## config.mk

```make
export PLATFORM = sky130hd
export DESIGN_NAME = timer_apb_sequencer
export DESIGN_NICKNAME = d
export VERILOG_FILES = /design/src/rtl/timer_apb_sequencer.sv
export SDC_FILE = /design/constraint.sdc
export NUM_CORES = 1
export LEC_CHECK = 0
export BUFFER_PORTS_ARGS = -buffer_cell sky130_fd_sc_hd__buf_2
export CAP_MARGIN = 0
export CELL_PAD_IN_SITES_DETAIL_PLACEMENT = 1
export CELL_PAD_IN_SITES_GLOBAL_PLACEMENT = 1
export CORE_MARGIN = 2
export CORE_UTILIZATION = 37
export CTS_BUF_LIST = sky130_fd_sc_hd__clkbuf_2
export DETAILED_ROUTE_END_ITERATION = 7
export PLACE_DENSITY_LB_ADDON = 0.1
export SETUP_SLACK_MARGIN = 0.02
export SYNTH_ARGS = -nofsm -noshare
export SYNTH_HDL_FRONTEND = slang
export SYNTH_SLANG_ARGS = --single-unit
```

## constraint.sdc

```tcl
create_clock -name pclk -period 1.66 [get_ports pclk]
set_input_delay 0.083 -clock pclk [delete_from_list [all_inputs] [get_ports pclk]]
set_output_delay 0.083 -clock pclk [all_outputs]
set_load 0.01 [all_outputs]
```

## src/rtl/timer_apb_sequencer.sv

```systemverilog
// APB master that runs a whole timer session: program TDR/TCR, poll TSR, clear, stop.
// Optional poll timeout is built when TIMER_SEQ_TIMEOUT_EN is defined.
module timer_apb_sequencer #(
    parameter int unsigned POLL_GAP       = 4,
    parameter int unsigned TIMEOUT_CYCLES = 8192
) (
    input  logic       pclk,
    input  logic       preset,
    input  logic       cmd_valid,
    output logic       cmd_ready,
    input  logic [7:0] cmd_load,
    input  logic [1:0] cmd_cks,
    input  logic       cmd_down,
    input  logic       cmd_abort,
    output logic       done,
    output logic       err,
    output logic       busy,
    output logic [7:0] m_paddr,
    output logic       m_psel,
    output logic       m_penable,
    output logic       m_pwrite,
    output logic [7:0] m_pwdata,
    input  logic [7:0] m_prdata,
    input  logic       m_pready,
    input  logic       m_pslverr
);

    typedef enum logic [2:0] {
        S_IDLE, S_WR_TDR, S_WR_LOAD, S_WR_RUN,
        S_POLL, S_GAP, S_CLR, S_STOP
    } state_e;

    typedef enum logic [1:0] {
        PH_SETUP, PH_ACCESS, PH_END
    } phase_e;

    localparam logic [7:0] A_TDR = 8'h00;
    localparam logic [7:0] A_TCR = 8'h01;
    localparam logic [7:0] A_TSR = 8'h02;

    state_e     state_q, state_d, nxt;
    phase_e     phase_q, phase_d;
    logic [7:0] load_q, load_d;
    logic [1:0] cks_q, cks_d;
    logic       down_q, down_d;
    logic       abort_q, abort_d;
    logic       flag_q, flag_d;
    logic [7:0] gap_q, gap_d;
    logic       tmo_hit;
    logic       bus_st;
    logic       stop_now;

    always_ff @(posedge pclk) begin
        if (preset) begin
            state_q <= S_IDLE;
            phase_q <= PH_SETUP;
            load_q  <= '0;
            cks_q   <= '0;
            down_q  <= 1'b0;
            abort_q <= 1'b0;
            flag_q  <= 1'b0;
            gap_q   <= '0;
        end else begin
            state_q <= state_d;
            phase_q <= phase_d;
            load_q  <= load_d;
            cks_q   <= cks_d;
            down_q  <= down_d;
            abort_q <= abort_d;
            flag_q  <= flag_d;
            gap_q   <= gap_d;
        end
    end

`ifdef TIMER_SEQ_TIMEOUT_EN
    logic [15:0] tmo_q, tmo_d;
    logic        polling;

    assign polling = (state_q == S_POLL) || (state_q == S_GAP);
    assign tmo_hit = polling && (tmo_q >= 16'(TIMEOUT_CYCLES));

    always_comb begin
        tmo_d = tmo_q;
        if (state_q == S_WR_RUN) begin
            tmo_d = '0;
        end else if (polling && !tmo_hit) begin
            tmo_d = tmo_q + 16'd1;
        end
    end

    always_ff @(posedge pclk) begin
        if (preset) begin
            tmo_q <= '0;
        end else begin
            tmo_q <= tmo_d;
        end
    end
`else
    logic unused_tmo;
    assign tmo_hit    = 1'b0;
    assign unused_tmo = ^16'(TIMEOUT_CYCLES);
`endif

    logic unused_rd;
    assign unused_rd = ^m_prdata[7:2];

    // an abort raised this very cycle must still redirect the next transfer
    assign stop_now = abort_q | cmd_abort | tmo_hit;

    always_comb begin
        state_d   = state_q;
        phase_d   = phase_q;
        load_d    = load_q;
        cks_d     = cks_q;
        down_d    = down_q;
        flag_d    = flag_q;
        gap_d     = 8'd0;
        abort_d   = abort_q | ((state_q != S_IDLE) & (cmd_abort | tmo_hit));
        cmd_ready = (state_q == S_IDLE);
        busy      = (state_q != S_IDLE);
        done      = 1'b0;
        err       = 1'b0;
        m_paddr   = 8'h00;
        m_pwrite  = 1'b0;
        m_pwdata  = 8'h00;
        nxt       = S_IDLE;
        bus_st    = 1'b1;

        unique case (state_q)
            S_IDLE: begin
                bus_st = 1'b0;
                if (cmd_valid) begin
                    load_d  = cmd_load;
                    cks_d   = cmd_cks;
                    down_d  = cmd_down;
                    abort_d = 1'b0;
                    flag_d  = 1'b0;
                    phase_d = PH_SETUP;
                    state_d = S_WR_TDR;
                end
            end
            S_WR_TDR: begin
                m_paddr  = A_TDR;
                m_pwrite = 1'b1;
                m_pwdata = load_q;
                nxt      = S_WR_LOAD;
            end
            S_WR_LOAD: begin
                m_paddr  = A_TCR;
                m_pwrite = 1'b1;
                m_pwdata = {1'b1, 1'b0, down_q, 1'b0, 2'b00, cks_q};
                nxt      = S_WR_RUN;
            end
            S_WR_RUN: begin
                m_paddr  = A_TCR;
                m_pwrite = 1'b1;
                m_pwdata = {1'b0, 1'b0, down_q, 1'b1, 2'b00, cks_q};
                nxt      = S_POLL;
            end
            S_POLL: begin
                m_paddr = A_TSR;
                if (flag_q) begin
                    nxt = S_CLR;
                end else if (POLL_GAP == 0) begin
                    nxt = S_POLL;
                end else begin
                    nxt = S_GAP;
                end
            end
            S_GAP: begin
                bus_st = 1'b0;
                gap_d  = (gap_q == 8'hFF) ? gap_q : gap_q + 8'd1;
                if (stop_now) begin
                    state_d = S_STOP;
                end else if (({24'd0, gap_q} + 32'd1) >= POLL_GAP) begin
                    state_d = S_POLL;
                end
            end
            S_CLR: begin
                m_paddr  = A_TSR;
                m_pwrite = 1'b1;
                nxt      = S_STOP;
            end
            S_STOP: begin
                m_paddr  = A_TCR;
                m_pwrite = 1'b1;
                nxt      = S_IDLE;
            end
        endcase

        m_psel    = bus_st && (phase_q != PH_END);
        m_penable = bus_st && (phase_q == PH_ACCESS);

        // PH_END is the idle cycle after pready where the next step is chosen
        if (bus_st) begin
            unique case (phase_q)
                PH_SETUP: phase_d = PH_ACCESS;
                PH_ACCESS: begin
                    if (m_pready) begin
                        phase_d = PH_END;
                        if (m_pslverr) begin
                            abort_d = 1'b1;
                        end
                        if (state_q == S_POLL) begin
                            flag_d = down_q ? m_prdata[1] : m_prdata[0];
                        end
                    end
                end
                PH_END: begin
                    phase_d = PH_SETUP;
                    if (state_q == S_STOP) begin
                        done    = 1'b1;
                        err     = abort_q;
                        state_d = S_IDLE;
                    end else if (stop_now) begin
                        state_d = S_STOP;
                    end else begin
                        state_d = nxt;
                    end
                end
                default: phase_d = PH_SETUP;
            endcase
        end
    end

endmodule

```

==> results_dict.tcl, run 1 <==
set metrics [dict create \
    grt_pass1_vias 1576 \
    core_mm2 0.003943 \
    drv_cap 0 \
    critPathKind "flip-flop to flip-flop" \
    synth.distinct_cells 50 \
    setup_viol 3 \
    cp_max_fo 6 \
    globalplace.congestion 0.7728 \
    fp.dieW_um 67.68 \
    start_util_pct 38.05 \
    rows 23 \
    diodes 0 \
    ant_nets 0 \
    post-route-period-util_pct 101.1 \
    synth-seq-area-share_pct 34.70 \
    min-delay-path-class "input port to flip-flop" \
    setup.worst_path.start_class "flip-flop" \
    fin_crit_ns 1.678 \
    layout-drive-gt1-share_pct 38.89 \
    ir_worst_vdd_mv 0.5527 \
    finClkSkew_ns 0.01061 \
    synth_edf_count 0 \
    clockBufferDepth 2 \
    synthArstFlopShare_pct 0 \
    io_pins 48 \
    synth_warnings 0 \
    fin_nets 279 \
    arrival_ns 1.96 \
    cts_tree "yes" \
    cts_buffers 3 \
    clock_sinks 26 \
    placement.io_buffers 35 \
    drc_errors 0 \
    p_leak_nw 0.9450 \
    netlist_instances 189 \
    post_drt_via_cell_ratio 5.189 \
    tns_ns -0.04510 \
    hpwl_mm 2.975 \
    syn_to_final_growth_pct 40.53 \
    rr_startpoint "state_q[2]" \
    htree_levels 1 \
    clkTransAtPathRegs_ns 0.26 \
    grt_pass1_wl_mm 7.403 \
    violations "setup timing" \
    placed_cell_area_mm2 0.001698 \
    cp.required_ns 1.94 \
    dr.first_iter.drc_count 62 \
    cts_root_buf "clkbuf_2" \
    layout_commonest_cell "nand2_1" \
    grt_max_degree 20 \
    outcome "finished, violations left" \
    detailedRoute.firstPassIterationCount 4 \
    max_freq_mhz 596.1 \
    crit_path_end_kind "flip-flop" \
    setup_slack_ns -0.01762 \
    antenna_found_initial 0 \
    design_area_mm2 0.002108 \
    routed_wl_mm 4.741 \
    vias 1567 \
    hold_viol 0 \
    power_density_mw_per_mm2 634.4 \
    grtUsageTotal_pct 21.61 \
    avgSynthCellArea_um2 7.938 \
    rsz0062_at_grt "true" \
    die_h_um 67.68 \
    synth_area_mm2 0.001500 \
    grt_overflow 0 \
    most-common-layout-cells "33 x nand2_1, 32 x buf_2, 20 x a21oi_1, 20 x dfxtp_1, 19 x nor2_1" \
    crit_start "state_q[2]" \
    drv_slew 0 \
    clock_latency_ns 0.37 \
    routedWlPerCell_um 15.70 \
    min_from "preset" \
    n_fill_cell 492 \
    dieArea_mm2 0.004580 \
    synthFlopType "dfxtp_1" \
    ys_ff_latch 26 \
]
layout make-up:
type	count	area [um2]	area share [%]
flip-flops and latches	26	538.0	25.52
multi-input cells	148	932.1	44.21
clock buffers	3	15.01	0.7122
inverters	4	18.77	0.8902
clock inverters	1	30.03	1.424
repair buffers	70	511.7	24.27
well taps	50	62.56	2.967
final timing paths:
kind                            cells past startpoint         end  slack (ns)
worst min-delay path                                3   load_q[0]        0.12
worst max register to register                      7  phase_q[0]       -0.02
worst min register to register                      2   load_q[6]        0.47
worst max-delay path                                7  phase_q[0]       -0.02
synth_stat cells (all sizes together) (3+ instances only):
cell / instances / area [um2]
nor3: 5 / 35.03
and2: 4 / 30.03
mux2i: 4 / 40.04
buf: 13 / 107.6
a21oi: 24 / 120.1
clkbuf: 3 / 11.26
and3: 9 / 56.30
xnor2: 4 / 35.03
dfxtp: 26 / 520.5
or3: 3 / 23.77
inv: 4 / 15.02
o21ai: 5 / 25.02
nor2b: 4 / 27.53
nand2: 33 / 123.9
nor2: 21 / 81.33
worst max-delay path, cell delays in order (launching register included):
cell,delay (ns)
dfxtp_4,0.42
buf_6,0.13
buf_6,0.13
nor4b_4,0.40
nor2_1,0.09
mux2i_1,0.16
a2bb2oi_1,0.20
nor2_1,0.06
kinds of logic (layout without fill, tap and decap cells):
kind of cell             count (synthesis)  in the layout  synth area share (%)
AND/OR/NAND/NOR                         90             90                 32.11
AO/OA/AOI/OAI                           40             40                 16.10
flip-flops                              26             26                 34.70
buffers and inverters                   20             78                 8.924
XOR/XNOR                                 5              5                 2.919
multiplexers                             5              5                 3.420
adder cells (fa/ha/maj)                  2              2                 1.584
other                                    1              6                0.2500
registers in the layout, indices dropped and copies added (netlist names):
signal and flops:
load_q 8, phase_q 2, down_q 1, gap_q 8, flag_q 1, cks_q 2
abort_q 1, state_q 3
routing by layer:
| metal | part of all wire [%] | GRT usage [%] | vias up |
|---|---|---|---|
| met5 | 0 | 0 | - |
| met4 | 1.6 | 7.143 | 0 |
| met3 | 2.9 | 3.500 | 6 |
| met2 | 56 | 40.93 | 32 |
| met1 | 39 | 24.14 | 766 |
| li1 | - | - | 763 |
where the power goes:
group	switching, mW	internal [mW]	total [mW]
clock network	0.199	0.207	0.406
registers	0.0198	0.645	0.665
logic	0.131	0.135	0.266
what timing repair did:
action / CTS / global route
pin swaps: 4 / 10
hold buffers: 13 / 0
setup buffers: 11 / 3
resized for setup: 19 / 19
hold endpoints to repair: 12 / 0
setup endpoints to repair: 14 / 21
per-stage QoR:
step / power [mW] / setup slack [ns] / instances / util [%] / hold WS (ns)
2_1_floorplan: 0.8093 / 0.2404 / 194 / - / 0.2190
3_3_place_gp: 0.8647 / 0.1332 / 271 / 43.07 / 0.3257
3_5_place_dp: 0.8723 / 0.03782 / 271 / 43.07 / 0.3317
4_1_cts: 1.333 / -0.02781 / 299 / 51.29 / 0.06387
5_1_grt: 1.403 / -0.09846 / 302 / 53.48 / 0.09808
6_report: 1.338 / -0.01762 / 302 / 53.48 / 0.1202
(Power assumes the default switching activity.)
==> run 2, diff against run 1 <==
--- a/config.mk
+++ b/config.mk
@@ -5,12 +5,12 @@
 export SDC_FILE = /design/constraint.sdc
 export NUM_CORES = 1
 export LEC_CHECK = 0
+export ABC_AREA = 1
 export BUFFER_PORTS_ARGS = -buffer_cell sky130_fd_sc_hd__buf_2
 export CAP_MARGIN = 0
 export CELL_PAD_IN_SITES_DETAIL_PLACEMENT = 1
 export CELL_PAD_IN_SITES_GLOBAL_PLACEMENT = 1
-export CORE_MARGIN = 2
-export CORE_UTILIZATION = 37
+export CORE_UTILIZATION = 35
 export CTS_BUF_LIST = sky130_fd_sc_hd__clkbuf_2
 export DETAILED_ROUTE_END_ITERATION = 7
 export PLACE_DENSITY_LB_ADDON = 0.1
==> run 2 against run 1 <==
The run now ends clean. Synthesized cell count increased by 14%. Critical path type is now flip-flop to primary output. Clock skew hardly changed. Non-clock buffer count is 16 lower. Largest power group unchanged. Count of clock-buffer cells in the layout is the same. Sequential share of layout area grew 2.5 points. Worst hold slack got worse by 0.12 ns. Register-to-register slack better by 0.15 ns.
==> results_dict.tcl, run 2 <==
set metrics [dict create \
    outcome "complete, no violations" \
    tns_ns 0 \
    cts_tree "yes" \
    ys_ff_latch 26 \
    die_h_um 66.20 \
    synth.most_common_cell "inv_1" \
    ys_top_cells_by_count "40 x inv_1, 39 x nand2_1, 26 x dfxtp_1, 20 x o21ai_0" \
    vias 1520 \
    layout-drive-gt1-share_pct 28.52 \
    power_mw 1.288 \
    post_drt_via_cell_ratio 4.780 \
    power_density_mw_per_mm2 673.5 \
    synth.distinct_cells 30 \
    fin_crit_ns 1.612 \
    routed_wl_mm 4.083 \
    design_area_mm2 0.001913 \
    seqCellArea_um2 536.8 \
    synth_area_mm2 0.001443 \
    cts_root_buf "clkbuf_2" \
    clock_latency_ns 0.39 \
    drv_slew 0 \
    diodes 0 \
    synth-seq-area-share_pct 36.08 \
    cp_max_fo 5 \
    synth_area_leader_cell "dfxtp_1" \
    hold_viol 0 \
    ant_nets 0 \
    layout_commonest_cell "nand2_1" \
    multi_input_area_um2 758.2 \
    synth_area_leaders "dfxtp_1 36%, inv_1 10%, nand2_1 10%, o21ai_0 6.9%, a21oi_1 6.2%" \
    dieArea_mm2 0.004382 \
    grtUsageTotal_pct 19.18 \
    n_fill_cell 522 \
    synth_warnings 0 \
    crit_path_end_kind "primary output" \
    top_regs "gap_q: 8 flops, load_q: 8 flops, state_q: 3 flops" \
    min-delay-path-class "input port to flip-flop" \
    htree_levels 1 \
    dr.first_iter.drc_count 65 \
    ir_worst_vdd_mv 0.2518 \
    grt_max_degree 27 \
    rows 22 \
    io_pins 48 \
    dp_slack_ns 0.1317 \
    setup_slack_ns 0.04817 \
    synthFlopType "dfxtp_1" \
    hpwl_mm 2.727 \
    fin_nets 297 \
    placement.io_buffers 35 \
    post-route-period-util_pct 97.10 \
    synth_edf_count 0 \
    avgSynthCellArea_um2 6.679 \
    max_freq_mhz 620.4 \
    p_leak_nw 0.9209 \
    finClkSkew_ns 0.01032 \
    critPathKind "flip-flop to primary output" \
    syn_to_final_growth_pct 32.61 \
    yosys.area.top_type_share_pct 36.08 \
    routedWlPerCell_um 12.84 \
    grt_pass1_vias 1477 \
    placed_cell_area_mm2 0.001657 \
    most-common-layout-cells "38 x nand2_1, 35 x inv_1, 35 x buf_2" \
    clkTransAtPathRegs_ns 0.25 \
    fp.dieW_um 66.20 \
    setup.worst_path.start_class "flip-flop" \
    drc_errors 0 \
    clockBufferDepth 2 \
    arrival_ns 1.53 \
    globalplace.congestion 0.7912 \
    start_util_pct 37.98 \
    detailedRoute.firstPassIterationCount 4 \
    synthArstFlopShare_pct 0 \
    netlist_instances 216 \
    core_mm2 0.003799 \
    grt_overflow 0 \
    cts_buffers 3 \
    cp.required_ns 1.58 \
    grt_pass1_wl_mm 6.430 \
    clock_sinks 26 \
    drv_cap 0 \
    antenna_found_initial 0 \
    setup_viol 0 \
]
run 2: metal layers:
layer	routed length (um)	up-vias	track usage, %
li1	-	791	-
met1	1779	701	21.83
met2	2164	22	36.48
met3	83	6	2.586
met4	55	0	5.585
met5	0	-	0
run 2: worst paths after layout:
kind / start / slack, ns / cells past startpoint / endpoint
setup / recovery: state_q[0] / 0.05 / 8 / m_pwdata[0]
hold / removal: m_prdata[0] / 0.001 / 5 / flag_q
setup reg to reg: state_q[0] / 0.13 / 8 / state_q[1]
hold reg to reg: load_q[2] / 0.47 / 2 / load_q[2]
run 2: timing repair:
action / in CTS / in global routing
hold buffers: 11 / 0
gates resized for setup: 9 / 16
hold endpoints to repair: 12 / 0
setup endpoints to repair: 10 / 8
setup buffers: 3 / 2
pin swaps: 0 / 3
run 2: kinds of logic (layout without fill, tap and decap cells):
kind of cell	Yosys count	count (layout)	synth area share (%)
AND/OR/NAND/NOR	85	85	27.67
buffers and inverters	53	102	15.78
AO/OA/AOI/OAI	49	49	18.74
flip-flops	26	26	36.08
adder cells (fa/ha/maj)	1	1	0.8672
other	1	6	0.2599
XOR/XNOR	1	1	0.6072
run 2: power breakdown:
part	total (mW)	internal, mW	switching, mW	leakage, nW
Combinational	0.207	0.0875	0.120	0.678
Clock	0.419	0.207	0.211	0.0266
Sequential	0.663	0.649	0.0135	0.216
Total	1.29	0.944	0.345	0.921
run 2: layout make-up:
type,instances,share of cell area [%]
Tap cell,48,3.139
Clock buffer,3,0.7848
Multi-Input combinational cell,142,39.63
Clock inverter,1,1.570
Timing Repair Buffer,54,18.05
Inverter,44,8.764
Sequential cell,26,28.06
run 2: stage by stage:
| stage | hold slack (ns) | cells | utilization (%) |
|---|---|---|---|
| after floorplan | 0.1521 | 221 | - |
| after global placement | 0.3608 | 298 | 43.61 |
| after detailed placement | 0.3641 | 298 | 43.61 |
| after CTS | 0.002250 | 316 | 48.65 |
| after global routing | 0.003729 | 318 | 50.36 |
| final | 0.001105 | 318 | 50.36 |
run 2: worst max-delay path, stage by stage (launching register included):
cell and delay, ns:
dfxtp_4 0.43, inv_4 0.09, nand2_2 0.06, inv_2 0.06, nand2_1 0.08, nand2_1 0.09
inv_2 0.05, o22ai_1 0.12, buf_2 0.16
==> run 3, diff against run 2 <==
--- a/config.mk
+++ b/config.mk
@@ -10,8 +10,7 @@
 export CAP_MARGIN = 0
 export CELL_PAD_IN_SITES_DETAIL_PLACEMENT = 1
 export CELL_PAD_IN_SITES_GLOBAL_PLACEMENT = 1
-export CORE_UTILIZATION = 35
-export CTS_BUF_LIST = sky130_fd_sc_hd__clkbuf_2
+export CORE_UTILIZATION = 36
 export DETAILED_ROUTE_END_ITERATION = 7
 export PLACE_DENSITY_LB_ADDON = 0.1
 export SETUP_SLACK_MARGIN = 0.02
==> constraint.sdc (replaced) <==
create_clock -name pclk -period 2 [get_ports pclk]
set_input_delay 0.1 -clock pclk [delete_from_list [all_inputs] [get_ports pclk]]
set_output_delay 0.1 -clock pclk [all_outputs]
set_load 0.01 [all_outputs]
==> run 3 against run 2 <==
Global-route usage shrank 0.75 points. Worst hold slack better by 0.073 ns. Count of clock-buffer cells in the layout stayed put. Register-to-register slack better by 0.27 ns. Sequential power shrank 17%. Combinational power down 34%. Largest power group unchanged. First-iteration DRC count down 38%. Cell count is 6.0% lower. Final area shrank 11%. Clock power grew 5.7%. Non-clock buffer count is 19 lower. Highest routed layer unchanged. Die area decreased by 2.7%.
==> results_dict.tcl, run 3 (same netlist as run 2, synthesis figures left out) <==
set metrics [dict create \
    outcome "complete, no violations" \
    dr.first_iter.drc_count 40 \
    crit_start "state_q[0]" \
    detailedRoute.firstPassIterationCount 4 \
    ant_nets 0 \
    min-delay-path-class "input port to flip-flop" \
    drv_slew 0 \
    start_util_pct 38.54 \
    most-common-layout-cells "40 x inv_1, 39 x nand2_1, 35 x buf_2" \
    diodes 0 \
    critPathKind "flip-flop to primary output" \
    finClkSkew_ns 0.001748 \
    htree_levels 1 \
    routedWlPerCell_um 11.89 \
    setup.worst_path.start_class "flip-flop" \
    grt_max_degree 27 \
    layout_commonest_cell "inv_1" \
    clock_sinks 26 \
    rsz0062_at_grt "false" \
    ctsHoldBuffers 0 \
    fin_crit_ns 1.661 \
    drv_cap 0 \
    rows 22 \
    grtUsageTotal_pct 18.42 \
    p_sw_uw 273.0 \
    routed_wl_mm 3.556 \
    design_area_mm2 0.001705 \
    setup_viol 0 \
    max_freq_mhz 602.2 \
    die_h_um 65.31 \
    r2r_cells 12 \
    syn_to_final_growth_pct 18.21 \
    crit_end "m_pwdata[1]" \
    hpwl_mm 2.750 \
    p_leak_nw 0.8454 \
    r2r_slack_ns 0.40 \
    io_pins 48 \
    clkTransAtPathRegs_ns 0.09 \
    dieArea_mm2 0.004265 \
    fp.dieW_um 65.31 \
    post-route-period-util_pct 83.03 \
    antenna_found_initial 0 \
    ir_worst_vdd_mv 0.3689 \
    core_mm2 0.003744 \
    clockBufferDepth 2 \
    grt_overflow 0 \
    placement.io_buffers 35 \
    p_comb_share_pct 12.0 \
    top_regs "gap_q: 8 flops, load_q: 8 flops, state_q: 3 flops" \
    switching_share_pct 24.14 \
    hold_viol 0 \
    placed_cell_area_mm2 0.001634 \
    tns_ns 0 \
    p_seq_share_pct 48.8 \
    globalplace.congestion 0.7960 \
    arrival_ns 1.56 \
    cts_buffers 3 \
    crit_path_end_kind "primary output" \
    vias 1446 \
    power_density_mw_per_mm2 663.2 \
    layout-drive-gt1-share_pct 21.12 \
    clock_latency_ns 0.28 \
    grt_pass1_wl_mm 5.996 \
    worstReg2RegEnd "state_q[0]" \
    drc_errors 0 \
    cp_max_fo 6 \
    rr_startpoint "gap_q[0]" \
    n_fill_cell 528 \
    cts_tree "yes" \
    fin_nets 278 \
    post_drt_via_cell_ratio 4.836 \
    cts_root_buf "clkbuf_8" \
    grt_pass1_vias 1349 \
    cp.required_ns 1.90 \
    cts_setup_buffers 0 \
    cts_resized 0 \
    p_int_uw 857.9 \
    clkPwrFrac_pct 39.2 \
]
## run 3: cell types whose count changed in the layout (fill, tap and decap cells not counted), sizes merged
cell,before,now
dlygate4sd3,11,0
buf,43,35
## run 3: layout make-up
class	instances	area, um2	share of cell area, %
well taps	48	60.06	3.522
repair buffers	35	175.2	10.27
flip-flops and latches	26	520.5	30.52
clock buffers	3	41.29	2.421
clock inverters	1	30.03	1.761
multi-input cells	142	713.2	41.82
inverters	44	165.2	9.684
## run 3: power by group through the flow
stage               Sequential [mW]  Combinational, mW  Clock [mW]
floorplan                     0.560             0.0987           0
global placement              0.563              0.135           0
detailed placement            0.564              0.137           0
CTS                           0.552              0.138       0.455
global route                  0.555              0.155       0.472
finish                        0.551              0.136       0.443
## run 3: worst min path at each step
| stage | from | endpoint | slack (ns) | cells after the start |
|---|---|---|---|---|
| floorplan | preset | abort_q | 0.17 | 1 |
| global placement | m_pslverr | abort_q | 0.37 | 3 |
| detailed placement | m_pslverr | abort_q | 0.37 | 3 |
| CTS | m_pslverr | abort_q | 0.07 | 3 |
| global route | m_pslverr | abort_q | 0.08 | 3 |
| finish | m_pslverr | abort_q | 0.07 | 3 |
## run 3: critical path, stage by stage, from the launching register on
cell and delay, ns:
dfxtp_1 0.49, inv_1 0.17, nand2_1 0.11, inv_1 0.06, nand2_1 0.07, nand2_1 0.06, inv_1 0.10, o22ai_1 0.08
buf_2 0.14
## run 3: through the flow
stage	total power [mW]	std cells	utilization [%]	worst slack, ns	hold slack (ns)
floorplan	0.6592	221	-	0.5985	0.1691
global placement	0.6978	295	43.65	0.4124	0.3743
detailed placement	0.7010	295	43.65	0.3671	0.3729
CTS	1.146	299	45.55	0.3252	0.07316
global route	1.182	299	45.55	0.1397	0.08498
finish	1.131	299	45.55	0.3393	0.07423
## run 3: routing by layer
| layer | vias up | share of wire [%] | global-route usage [%] |
|---|---|---|---|
| li1 | 750 | - | - |
| met1 | 671 | 45 | 22.07 |
| met2 | 20 | 50 | 32.73 |
| met3 | 5 | 2.6 | 2.604 |
| met4 | 0 | 1.5 | 7.337 |
| met5 | - | 0 | 0 |
